--- src/rtl/tap_read_mux_rr_if.sv ---
//------------------------------------------------------------------------------
// tap_read_mux_rr_if : arbiter-side read bus and peripheral-side channel bus
// Revision: 1.0
//------------------------------------------------------------------------------
`default_nettype none

interface tap_read_mux_rr_if #(
  parameter int NUM_CH     = 5,
  parameter int DATA_WIDTH = 41,
  parameter int ADDR_WIDTH = 5
);
  logic                         READ_REQ_I;
  logic [ADDR_WIDTH-1:0]        READ_ADDRESS_I;
  logic                         READ_REQ_READY_O;
  logic [DATA_WIDTH-1:0]        READ_DATA_O;
  logic                         READ_VALID_O;
  logic                         READ_READY_I;
  logic                         READ_ERR_O;
  logic [ADDR_WIDTH-1:0]        VALID_ADDRESS_O;
  logic [NUM_CH-1:0]            CH_READY_O;
  logic [NUM_CH-1:0]            CH_VALID_I;
  logic [NUM_CH*DATA_WIDTH-1:0] CH_DATA_I;

  modport slave (
    input  READ_REQ_I, READ_ADDRESS_I, READ_READY_I, CH_VALID_I, CH_DATA_I,
    output READ_REQ_READY_O, READ_DATA_O, READ_VALID_O, READ_ERR_O,
           VALID_ADDRESS_O, CH_READY_O
  );

  modport master (
    output READ_REQ_I, READ_ADDRESS_I, READ_READY_I, CH_VALID_I, CH_DATA_I,
    input  READ_REQ_READY_O, READ_DATA_O, READ_VALID_O, READ_ERR_O,
           VALID_ADDRESS_O, CH_READY_O
  );
endinterface

`default_nettype wire

--- src/rtl/tap_read_mux_rr.sv ---
//------------------------------------------------------------------------------
// tap_read_mux_rr : TAP read mux with per-request timeout and round-robin hint
// Revision: 1.0
//------------------------------------------------------------------------------
`default_nettype none

module tap_read_mux_rr #(
  parameter int                           NUM_CH     = 5,
  parameter int                           DATA_WIDTH = 41,
  parameter int                           ADDR_WIDTH = 5,
  parameter logic [NUM_CH*ADDR_WIDTH-1:0] CH_ADDR    = '0,
  parameter logic [ADDR_WIDTH-1:0]        NOP_ADDR   = ADDR_WIDTH'(5'h1F),
  parameter int                           TIMEOUT    = 256
) (
  input  wire logic          CLK_I,
  input  wire logic          RST_I,
  tap_read_mux_rr_if.slave   bus
);

  localparam int c_SEL_W = (NUM_CH > 1) ? $clog2(NUM_CH) : 1;
  localparam int c_CNT_W = (TIMEOUT > 0) ? $clog2(TIMEOUT + 1) : 1;
  localparam logic [c_CNT_W-1:0] c_CNT_LAST = c_CNT_W'((TIMEOUT > 0) ? TIMEOUT - 1 : 0);
  localparam logic [c_CNT_W-1:0] c_CNT_SAT  = '1;
  localparam logic [c_SEL_W-1:0] c_PTR_INIT = c_SEL_W'(NUM_CH - 1);

  typedef enum logic [1:0] {
    S_IDLE = 2'd0,
    S_WAIT = 2'd1,
    S_HOLD = 2'd2
  } state_t;

  state_t                  r_state;
  logic [c_SEL_W-1:0]      r_sel;
  logic [c_CNT_W-1:0]      r_cnt;
  logic [DATA_WIDTH-1:0]   r_data;
  logic                    r_valid;
  logic                    r_err;
  logic [ADDR_WIDTH-1:0]   r_vaddr;
  logic [c_SEL_W-1:0]      r_rr_ptr;

  logic                    w_hit;
  logic [c_SEL_W-1:0]      w_hit_sel;
  logic                    w_sel_valid;
  logic [DATA_WIDTH-1:0]   w_sel_data;
  logic [NUM_CH-1:0]       w_ch_ready;
  logic                    w_rr_found;
  logic [c_SEL_W-1:0]      w_rr_sel;
  logic [ADDR_WIDTH-1:0]   w_rr_addr;

  // Descending scan so the lowest-index channel wins on shared addresses.
  always_comb begin
    w_hit     = 1'b0;
    w_hit_sel = '0;
    for (int i = NUM_CH - 1; i >= 0; i--) begin
      if (CH_ADDR[i*ADDR_WIDTH +: ADDR_WIDTH] == bus.READ_ADDRESS_I) begin
        w_hit     = 1'b1;
        w_hit_sel = c_SEL_W'(i);
      end
    end
  end

  always_comb begin
    w_sel_valid = 1'b0;
    w_sel_data  = '0;
    for (int i = 0; i < NUM_CH; i++) begin
      if (r_sel == c_SEL_W'(i)) begin
        w_sel_valid = bus.CH_VALID_I[i];
        w_sel_data  = bus.CH_DATA_I[i*DATA_WIDTH +: DATA_WIDTH];
      end
    end
  end

  always_comb begin
    w_ch_ready = '0;
    if (!RST_I && r_state == S_WAIT) begin
      for (int i = 0; i < NUM_CH; i++) begin
        w_ch_ready[i] = (r_sel == c_SEL_W'(i)) && bus.CH_VALID_I[i];
      end
    end
  end

  // Offsets scanned from farthest to nearest so the nearest valid channel after the pointer wins.
  always_comb begin
    w_rr_found = 1'b0;
    w_rr_sel   = r_rr_ptr;
    w_rr_addr  = NOP_ADDR;
    for (int off = NUM_CH; off >= 1; off--) begin
      for (int i = 0; i < NUM_CH; i++) begin
        if ((int'(r_rr_ptr) + off == i || int'(r_rr_ptr) + off == i + NUM_CH) &&
            bus.CH_VALID_I[i]) begin
          w_rr_found = 1'b1;
          w_rr_sel   = c_SEL_W'(i);
          w_rr_addr  = CH_ADDR[i*ADDR_WIDTH +: ADDR_WIDTH];
        end
      end
    end
  end

  always_ff @(posedge CLK_I) begin
    if (RST_I) begin
      r_state  <= S_IDLE;
      r_sel    <= '0;
      r_cnt    <= '0;
      r_data   <= '0;
      r_valid  <= 1'b0;
      r_err    <= 1'b0;
      r_vaddr  <= NOP_ADDR;
      r_rr_ptr <= c_PTR_INIT;
    end else begin
      if (w_rr_found) begin
        r_vaddr  <= w_rr_addr;
        r_rr_ptr <= w_rr_sel;
      end else begin
        r_vaddr  <= NOP_ADDR;
      end

      case (r_state)
        S_IDLE: begin
          if (bus.READ_REQ_I) begin
            r_sel <= w_hit_sel;
            r_cnt <= '0;
            if (w_hit) begin
              r_state <= S_WAIT;
            end else begin
              r_data  <= '0;
              r_err   <= 1'b0;
              r_valid <= 1'b1;
              r_state <= S_HOLD;
            end
          end
        end
        S_WAIT: begin
          if (w_sel_valid) begin
            r_data  <= w_sel_data;
            r_err   <= 1'b0;
            r_valid <= 1'b1;
            r_state <= S_HOLD;
          end else if ((TIMEOUT != 0) && (r_cnt == c_CNT_LAST)) begin
            r_data  <= '0;
            r_err   <= 1'b1;
            r_valid <= 1'b1;
            r_state <= S_HOLD;
          end else if (r_cnt != c_CNT_SAT) begin
            r_cnt <= r_cnt + c_CNT_W'(1);
          end
        end
        S_HOLD: begin
          if (bus.READ_READY_I) begin
            r_valid <= 1'b0;
            r_state <= S_IDLE;
          end
        end
        default: r_state <= S_IDLE;
      endcase
    end
  end

  assign bus.READ_REQ_READY_O = (r_state == S_IDLE);
  assign bus.READ_DATA_O      = r_data;
  assign bus.READ_VALID_O     = r_valid;
  assign bus.READ_ERR_O       = r_err;
  assign bus.VALID_ADDRESS_O  = r_vaddr;
  assign bus.CH_READY_O       = w_ch_ready;

endmodule

`default_nettype wire

--- src/flat_wrapper.sv ---
// flat-port wrapper written by rule: the top's interface ports become plain ports
module tap_read_mux_rr_flat 
#(
  parameter int                           NUM_CH     = 5,
  parameter int                           DATA_WIDTH = 41,
  parameter int                           ADDR_WIDTH = 5,
  parameter logic [NUM_CH*ADDR_WIDTH-1:0] CH_ADDR    = '0,
  parameter logic [ADDR_WIDTH-1:0]        NOP_ADDR   = ADDR_WIDTH'(5'h1F),
  parameter int                           TIMEOUT    = 256
)
  (CLK_I, RST_I, bus_READ_REQ_I, bus_READ_ADDRESS_I, bus_READ_READY_I, bus_CH_VALID_I, bus_CH_DATA_I, bus_READ_REQ_READY_O, bus_READ_DATA_O, bus_READ_VALID_O, bus_READ_ERR_O, bus_VALID_ADDRESS_O, bus_CH_READY_O);
  tap_read_mux_rr_if #(.NUM_CH(NUM_CH), .DATA_WIDTH(DATA_WIDTH), .ADDR_WIDTH(ADDR_WIDTH)) bus_i ();
  input  wire logic CLK_I;
  input  wire logic RST_I;
  input wire logic [$bits(bus_i.READ_REQ_I)-1:0] bus_READ_REQ_I;
  input wire logic [$bits(bus_i.READ_ADDRESS_I)-1:0] bus_READ_ADDRESS_I;
  input wire logic [$bits(bus_i.READ_READY_I)-1:0] bus_READ_READY_I;
  input wire logic [$bits(bus_i.CH_VALID_I)-1:0] bus_CH_VALID_I;
  input wire logic [$bits(bus_i.CH_DATA_I)-1:0] bus_CH_DATA_I;
  output wire logic [$bits(bus_i.READ_REQ_READY_O)-1:0] bus_READ_REQ_READY_O;
  output wire logic [$bits(bus_i.READ_DATA_O)-1:0] bus_READ_DATA_O;
  output wire logic [$bits(bus_i.READ_VALID_O)-1:0] bus_READ_VALID_O;
  output wire logic [$bits(bus_i.READ_ERR_O)-1:0] bus_READ_ERR_O;
  output wire logic [$bits(bus_i.VALID_ADDRESS_O)-1:0] bus_VALID_ADDRESS_O;
  output wire logic [$bits(bus_i.CH_READY_O)-1:0] bus_CH_READY_O;
  assign bus_i.READ_REQ_I = bus_READ_REQ_I;
  assign bus_i.READ_ADDRESS_I = bus_READ_ADDRESS_I;
  assign bus_i.READ_READY_I = bus_READ_READY_I;
  assign bus_i.CH_VALID_I = bus_CH_VALID_I;
  assign bus_i.CH_DATA_I = bus_CH_DATA_I;
  assign bus_READ_REQ_READY_O = bus_i.READ_REQ_READY_O;
  assign bus_READ_DATA_O = bus_i.READ_DATA_O;
  assign bus_READ_VALID_O = bus_i.READ_VALID_O;
  assign bus_READ_ERR_O = bus_i.READ_ERR_O;
  assign bus_VALID_ADDRESS_O = bus_i.VALID_ADDRESS_O;
  assign bus_CH_READY_O = bus_i.CH_READY_O;
  tap_read_mux_rr #(.NUM_CH(NUM_CH), .DATA_WIDTH(DATA_WIDTH), .ADDR_WIDTH(ADDR_WIDTH), .CH_ADDR(CH_ADDR), .NOP_ADDR(NOP_ADDR), .TIMEOUT(TIMEOUT)) u_core (.CLK_I(CLK_I), .RST_I(RST_I), .bus(bus_i));
endmodule
--- config.mk ---
export PLATFORM = sky130hd
export DESIGN_NAME = tap_read_mux_rr_flat
export DESIGN_NICKNAME = d
export VERILOG_FILES = /design/src/rtl/tap_read_mux_rr_if.sv /design/src/rtl/tap_read_mux_rr.sv /design/src/flat_wrapper.sv
export SDC_FILE = /design/constraint.sdc
export NUM_CORES = 1
export LEC_CHECK = 0
export ABC_AREA = 1
export BUFFER_PORTS_ARGS = -buffer_cell sky130_fd_sc_hd__buf_2
export CORE_AREA = 2 2 106 108
export CTS_BUF_LIST = sky130_fd_sc_hd__clkbuf_2
export CTS_CLUSTER_DIAMETER = 120
export CTS_CLUSTER_SIZE = 40
export DETAILED_ROUTE_END_ITERATION = 10
export DIE_AREA = 0 0 108 110
export GPL_TIMING_DRIVEN = 0
export HOLD_SLACK_MARGIN = 0.06
export PLACE_DENSITY = 0.71
export SYNTH_ARGS = -nofsm -noshare
export SYNTH_HDL_FRONTEND = slang
export SYNTH_SLANG_ARGS = --single-unit
--- constraint.sdc ---
create_clock -name CLK_I -period 3.5 [get_ports CLK_I]
set_clock_uncertainty 0.05 [all_clocks]
set_input_delay 0.175 -clock CLK_I [delete_from_list [all_inputs] [get_ports CLK_I]]
set_output_delay 0.175 -clock CLK_I [all_outputs]
set_load 0.03 [all_outputs]
==> impl_metrics.sql <==
INSERT INTO impl_metrics (metric_group, metric, value, unit) VALUES
('outcome', 'run_status', 'completed', ''),
('synth', 'synth_cells', '433', ''),
('global_routing', 'grt_use_total', '14.8', '%'),
('cts', 'tritoncts_buffers', '9', ''),
('synth', 'netlist-cell-type-count', '37', ''),
('cells_and_area', 'post-route-cell-area', '0.00422', 'mm²'),
('routing', 'vias_per_cell', '4.60', ''),
('synth', 'yosysTopAreaCellShare', '39.3', '%'),
('critical_path', 'cp_data_arrival_time', '3330', 'ps'),
('synth', 'postSynthAreaPerCell', '6.82', 'µm²'),
('cts', 'cts_max_level', '3', ''),
('synth', 'synth.yosys.seq_area_share', '39.3', '%'),
('cts', 'cts_resized', '0', ''),
('cells_and_area', 'post-route-util', '39.4', '%'),
('global_routing', 'grt_pass1_vias', '3207', ''),
('global_routing', 'grt_start_max_net_pins', '13', ''),
('synth', 'yosys.area.top_type', 'sky130_fd_sc_hd__dfxtp_1', ''),
('critical_path', 'r2r-end', 'u_core.r_rr_ptr[0]', ''),
('cells_and_area', 'antenna_cells_inserted', '0', ''),
('timing', 'final_period_minus_worst_setup_slack', '2960', 'ps'),
('timing', 'postLayoutSetupSlackWorst', '537', 'ps'),
('routing', 'detail_route.drc_violations', '0', ''),
('critical_path', 'critPathCaptureType', 'flop', ''),
('place', 'port-buffer-count', '102', ''),
('place', 'postPlaceCellArea', '0.00365', 'mm²'),
('critical_path', 'worstReg2RegStart', 'u_core.r_rr_ptr[1]', ''),
('timing', 'setup_total_negative_slack', '0', 'ps'),
('critical_path', 'critical_path.most_common_cell', 'sky130_fd_sc_hd__nand2_1', ''),
('timing', 'worst_pin_slew', '559', 'ps'),
('timing', 'setup-violations-final', '0', ''),
('hold_path', 'min_path_cells', '4', ''),
('power', 'net_switching_power_of_the_design', '940', 'µW'),
('critical_path', 'cp.buffers_inverters', '2', ''),
('power', 'pwr_density_cell', '496', 'mW/mm²'),
('critical_path', 'r2r_slack', '540', 'ps'),
('critical_path', 'crit_fanout', '9', ''),
('synth', 'synth.most_common_cell', 'sky130_fd_sc_hd__nand2_1', ''),
('run', 'timing.max_cap.violations', '0', ''),
('routing', 'routed_wl', '8.79', 'mm'),
('synth', 'ys_ff_latch', '58', ''),
('routing', 'first_iter_violations', '225', ''),
('critical_path', 'critical_path.max_stage_delay', '640', 'ps'),
('timing', 'min_period_over_period', '84.7', '%'),
('timing', 'highest_clock_rate', '337', 'MHz'),
('power', 'sequentialPowerShare', '35.0', '%'),
('die', 'placeable_core_area', '0.0107', 'mm²'),
('place', 'worst_slack_placed', '623', 'ps'),
('synth', 'synth.cell_area', '0.00295', 'mm²'),
('cells_and_area', 'layout.nets', '824', ''),
('timing', 'setup_repair_after_global_routing_missed_its_margin', 'false', ''),
('global_routing', 'globalRouteOverflowTotal', '0', ''),
('timing', 'hold_viol_final', '0', ''),
('critical_path', 'cpLargestDelayFamily', 'simple AND/OR/NAND/NOR gates', ''),
('cts', 'cts.reportedPaths.clkPinSlew', '170', 'ps'),
('synth', 'postSynth.asyncResetShare', '0', '%'),
('place', 'dpl.cell_count', '678', ''),
('die', 'start_util', '27.6', '%'),
('synth', 'yosys-top-cells-count', '154 x sky130_fd_sc_hd__nand2_1, 61 x sky130_fd_sc_hd__a21oi_1, 58 x sky130_fd_sc_hd__dfxtp_1, 31 x sky130_fd_sc_hd__inv_1, 16 x sky130_fd_sc_hd__nor2_1', ''),
('cts', 'ctsRootBufferMaster', 'sky130_fd_sc_hd__clkbuf_2', ''),
('synth', 'postSynth.topFlopCell', 'sky130_fd_sc_hd__dfxtp_1', ''),
('place', 'detailed_place_hpwl', '5.76', 'mm'),
('cts', 'clk_path_buf_depth', '2', ''),
('die', 'dieHeight', '110', 'µm'),
('cts', 'tritoncts', 'yes', ''),
('cts', 'cts_hold_buffers', '47', ''),
('power', 'leakage', '0.00194', 'µW'),
('place', 'final_wtd_congestion', '0.903', ''),
('timing', 'drv_slew', '0', ''),
('cts', 'numClockSinks', '58', ''),
('die', 'design.portCount', '273', ''),
('routing', 'via_count', '3407', '');
-- per-stage QoR --
| stage | hold WS (ps) | power [µW] |
|---|---|---|
| after floorplan | 273 | 1470 |
| after global placement | 381 | 1670 |
| after detailed placement | 383 | 1670 |
| after CTS | 81.6 | 2090 |
| after global routing | 138 | 2270 |
| final | 119 | 2090 |
-- cells by family (layout without fill, tap and decap cells) --
kind of cell               Yosys count  count (layout)  share of synthesized area [%]
adders and majority gates            9               9                           3.82
buffers and inverters               62             227                           9.33
and+or+nand+nor                    211             211                           30.4
other                                1               4                          0.127
DFF                                 58              58                           39.3
AOI/OAI and AO/OA                   92              92                           17.0
-- metal layers --
| metal | vias to the layer above | GRT usage (%) | part of all wire, % |
|---|---|---|---|
| met5 | - | 0 | 0 |
| met4 | 0 | 6.14 | 2.4 |
| met3 | 31 | 3.70 | 7.1 |
| met2 | 148 | 25.2 | 48 |
| met1 | 1491 | 18.0 | 43 |
| li1 | 1737 | - | - |
-- state kept, by name, summed over array words and instances (netlist names) --
name	flops
u_core.bus.READ_VALID_O	1
u_core.r_cnt	9
u_core.r_state	2
u_core.bus.READ_ERR_O	1
u_core.r_rr_ptr	3
u_core.bus.VALID_ADDRESS_O	1
u_core.bus.READ_DATA_O	41
-- worst register-to-register path, stage by stage (launching register included) --
cell	delay [ps]
sky130_fd_sc_hd__dfxtp_1	640
sky130_fd_sc_hd__nand2_1	280
sky130_fd_sc_hd__inv_2	140
sky130_fd_sc_hd__ha_1	310
sky130_fd_sc_hd__inv_2	150
sky130_fd_sc_hd__nand3_1	110
sky130_fd_sc_hd__nand2_1	110
sky130_fd_sc_hd__nand3_2	70
sky130_fd_sc_hd__nand2_1	70
sky130_fd_sc_hd__nand2_1	50
sky130_fd_sc_hd__nand2_1	50
sky130_fd_sc_hd__nand2_1	40
sky130_fd_sc_hd__nand2_1	50
sky130_fd_sc_hd__nand2_1	50
sky130_fd_sc_hd__nand2_1	60
sky130_fd_sc_hd__nand2_1	50
sky130_fd_sc_hd__nand2_1	50
sky130_fd_sc_hd__nand2_1	40
sky130_fd_sc_hd__nand2_1	60
sky130_fd_sc_hd__nand2_1	40
sky130_fd_sc_hd__nand2_1	50
sky130_fd_sc_hd__nand2_1	60
sky130_fd_sc_hd__nand2_1	50
sky130_fd_sc_hd__nand2_1	40
sky130_fd_sc_hd__nand2_1	50
sky130_fd_sc_hd__nand2_1	70
sky130_fd_sc_hd__a21oi_2	110
-- layout by cell type, fill, tap and decap left out, drive strengths merged --
master and n:
nand2 157, clkbuf 19, o21ai 13, ha 9, dfxtp 58, dlygate4sd3 47, buf 116, a311oi 1
a211oi 2, nand4 4, o22ai 8, clkinv 5, nor3 9, a41oi 1, or2 3, o2111ai 1
conb 4, a21oi 62, clkinvlp 2, a31oi 2, nand3 16, o31ai 2, nand3b 1, nor3b 2
inv 38, nor2 17, nor4 2
-- worst max path at each step --
| stage | start | to | slack, ps | cells after the start |
|---|---|---|---|---|
| after floorplan | u_core.r_rr_ptr[1] | u_core.r_rr_ptr[0] | 1050 | 26 |
| after global placement | u_core.r_rr_ptr[1] | u_core.r_rr_ptr[0] | 610 | 26 |
| after detailed placement | u_core.r_rr_ptr[1] | u_core.r_rr_ptr[0] | 620 | 26 |
| after CTS | u_core.r_rr_ptr[1] | u_core.r_rr_ptr[0] | 580 | 26 |
| after global routing | u_core.r_rr_ptr[1] | u_core.r_rr_ptr[0] | 250 | 26 |
| final | u_core.r_rr_ptr[1] | u_core.r_rr_ptr[0] | 540 | 26 |
-- power by group through the flow --
| stage | clock network (µW) | registers [µW] | logic [µW] |
|---|---|---|---|
| after global placement | 0 | 745 | 928 |
| after detailed placement | 0 | 746 | 926 |
| after global routing | 421 | 739 | 1110 |
| after CTS | 390 | 732 | 968 |
| final | 378 | 733 | 984 |
| after floorplan | 0 | 747 | 721 |
-- layout make-up --
class / instances / area (µm²)
multi-input combinational: 316 / 1530
buffer: 24 / 133
fill: 1145 / 6480
clock inverter: 7 / 55.1
clock buffer: 9 / 45.0
inverter: 38 / 143
sequential: 58 / 1160
tap: 140 / 175
timing repair buffer: 149 / 981
Power figures use the tool's default switching activity.
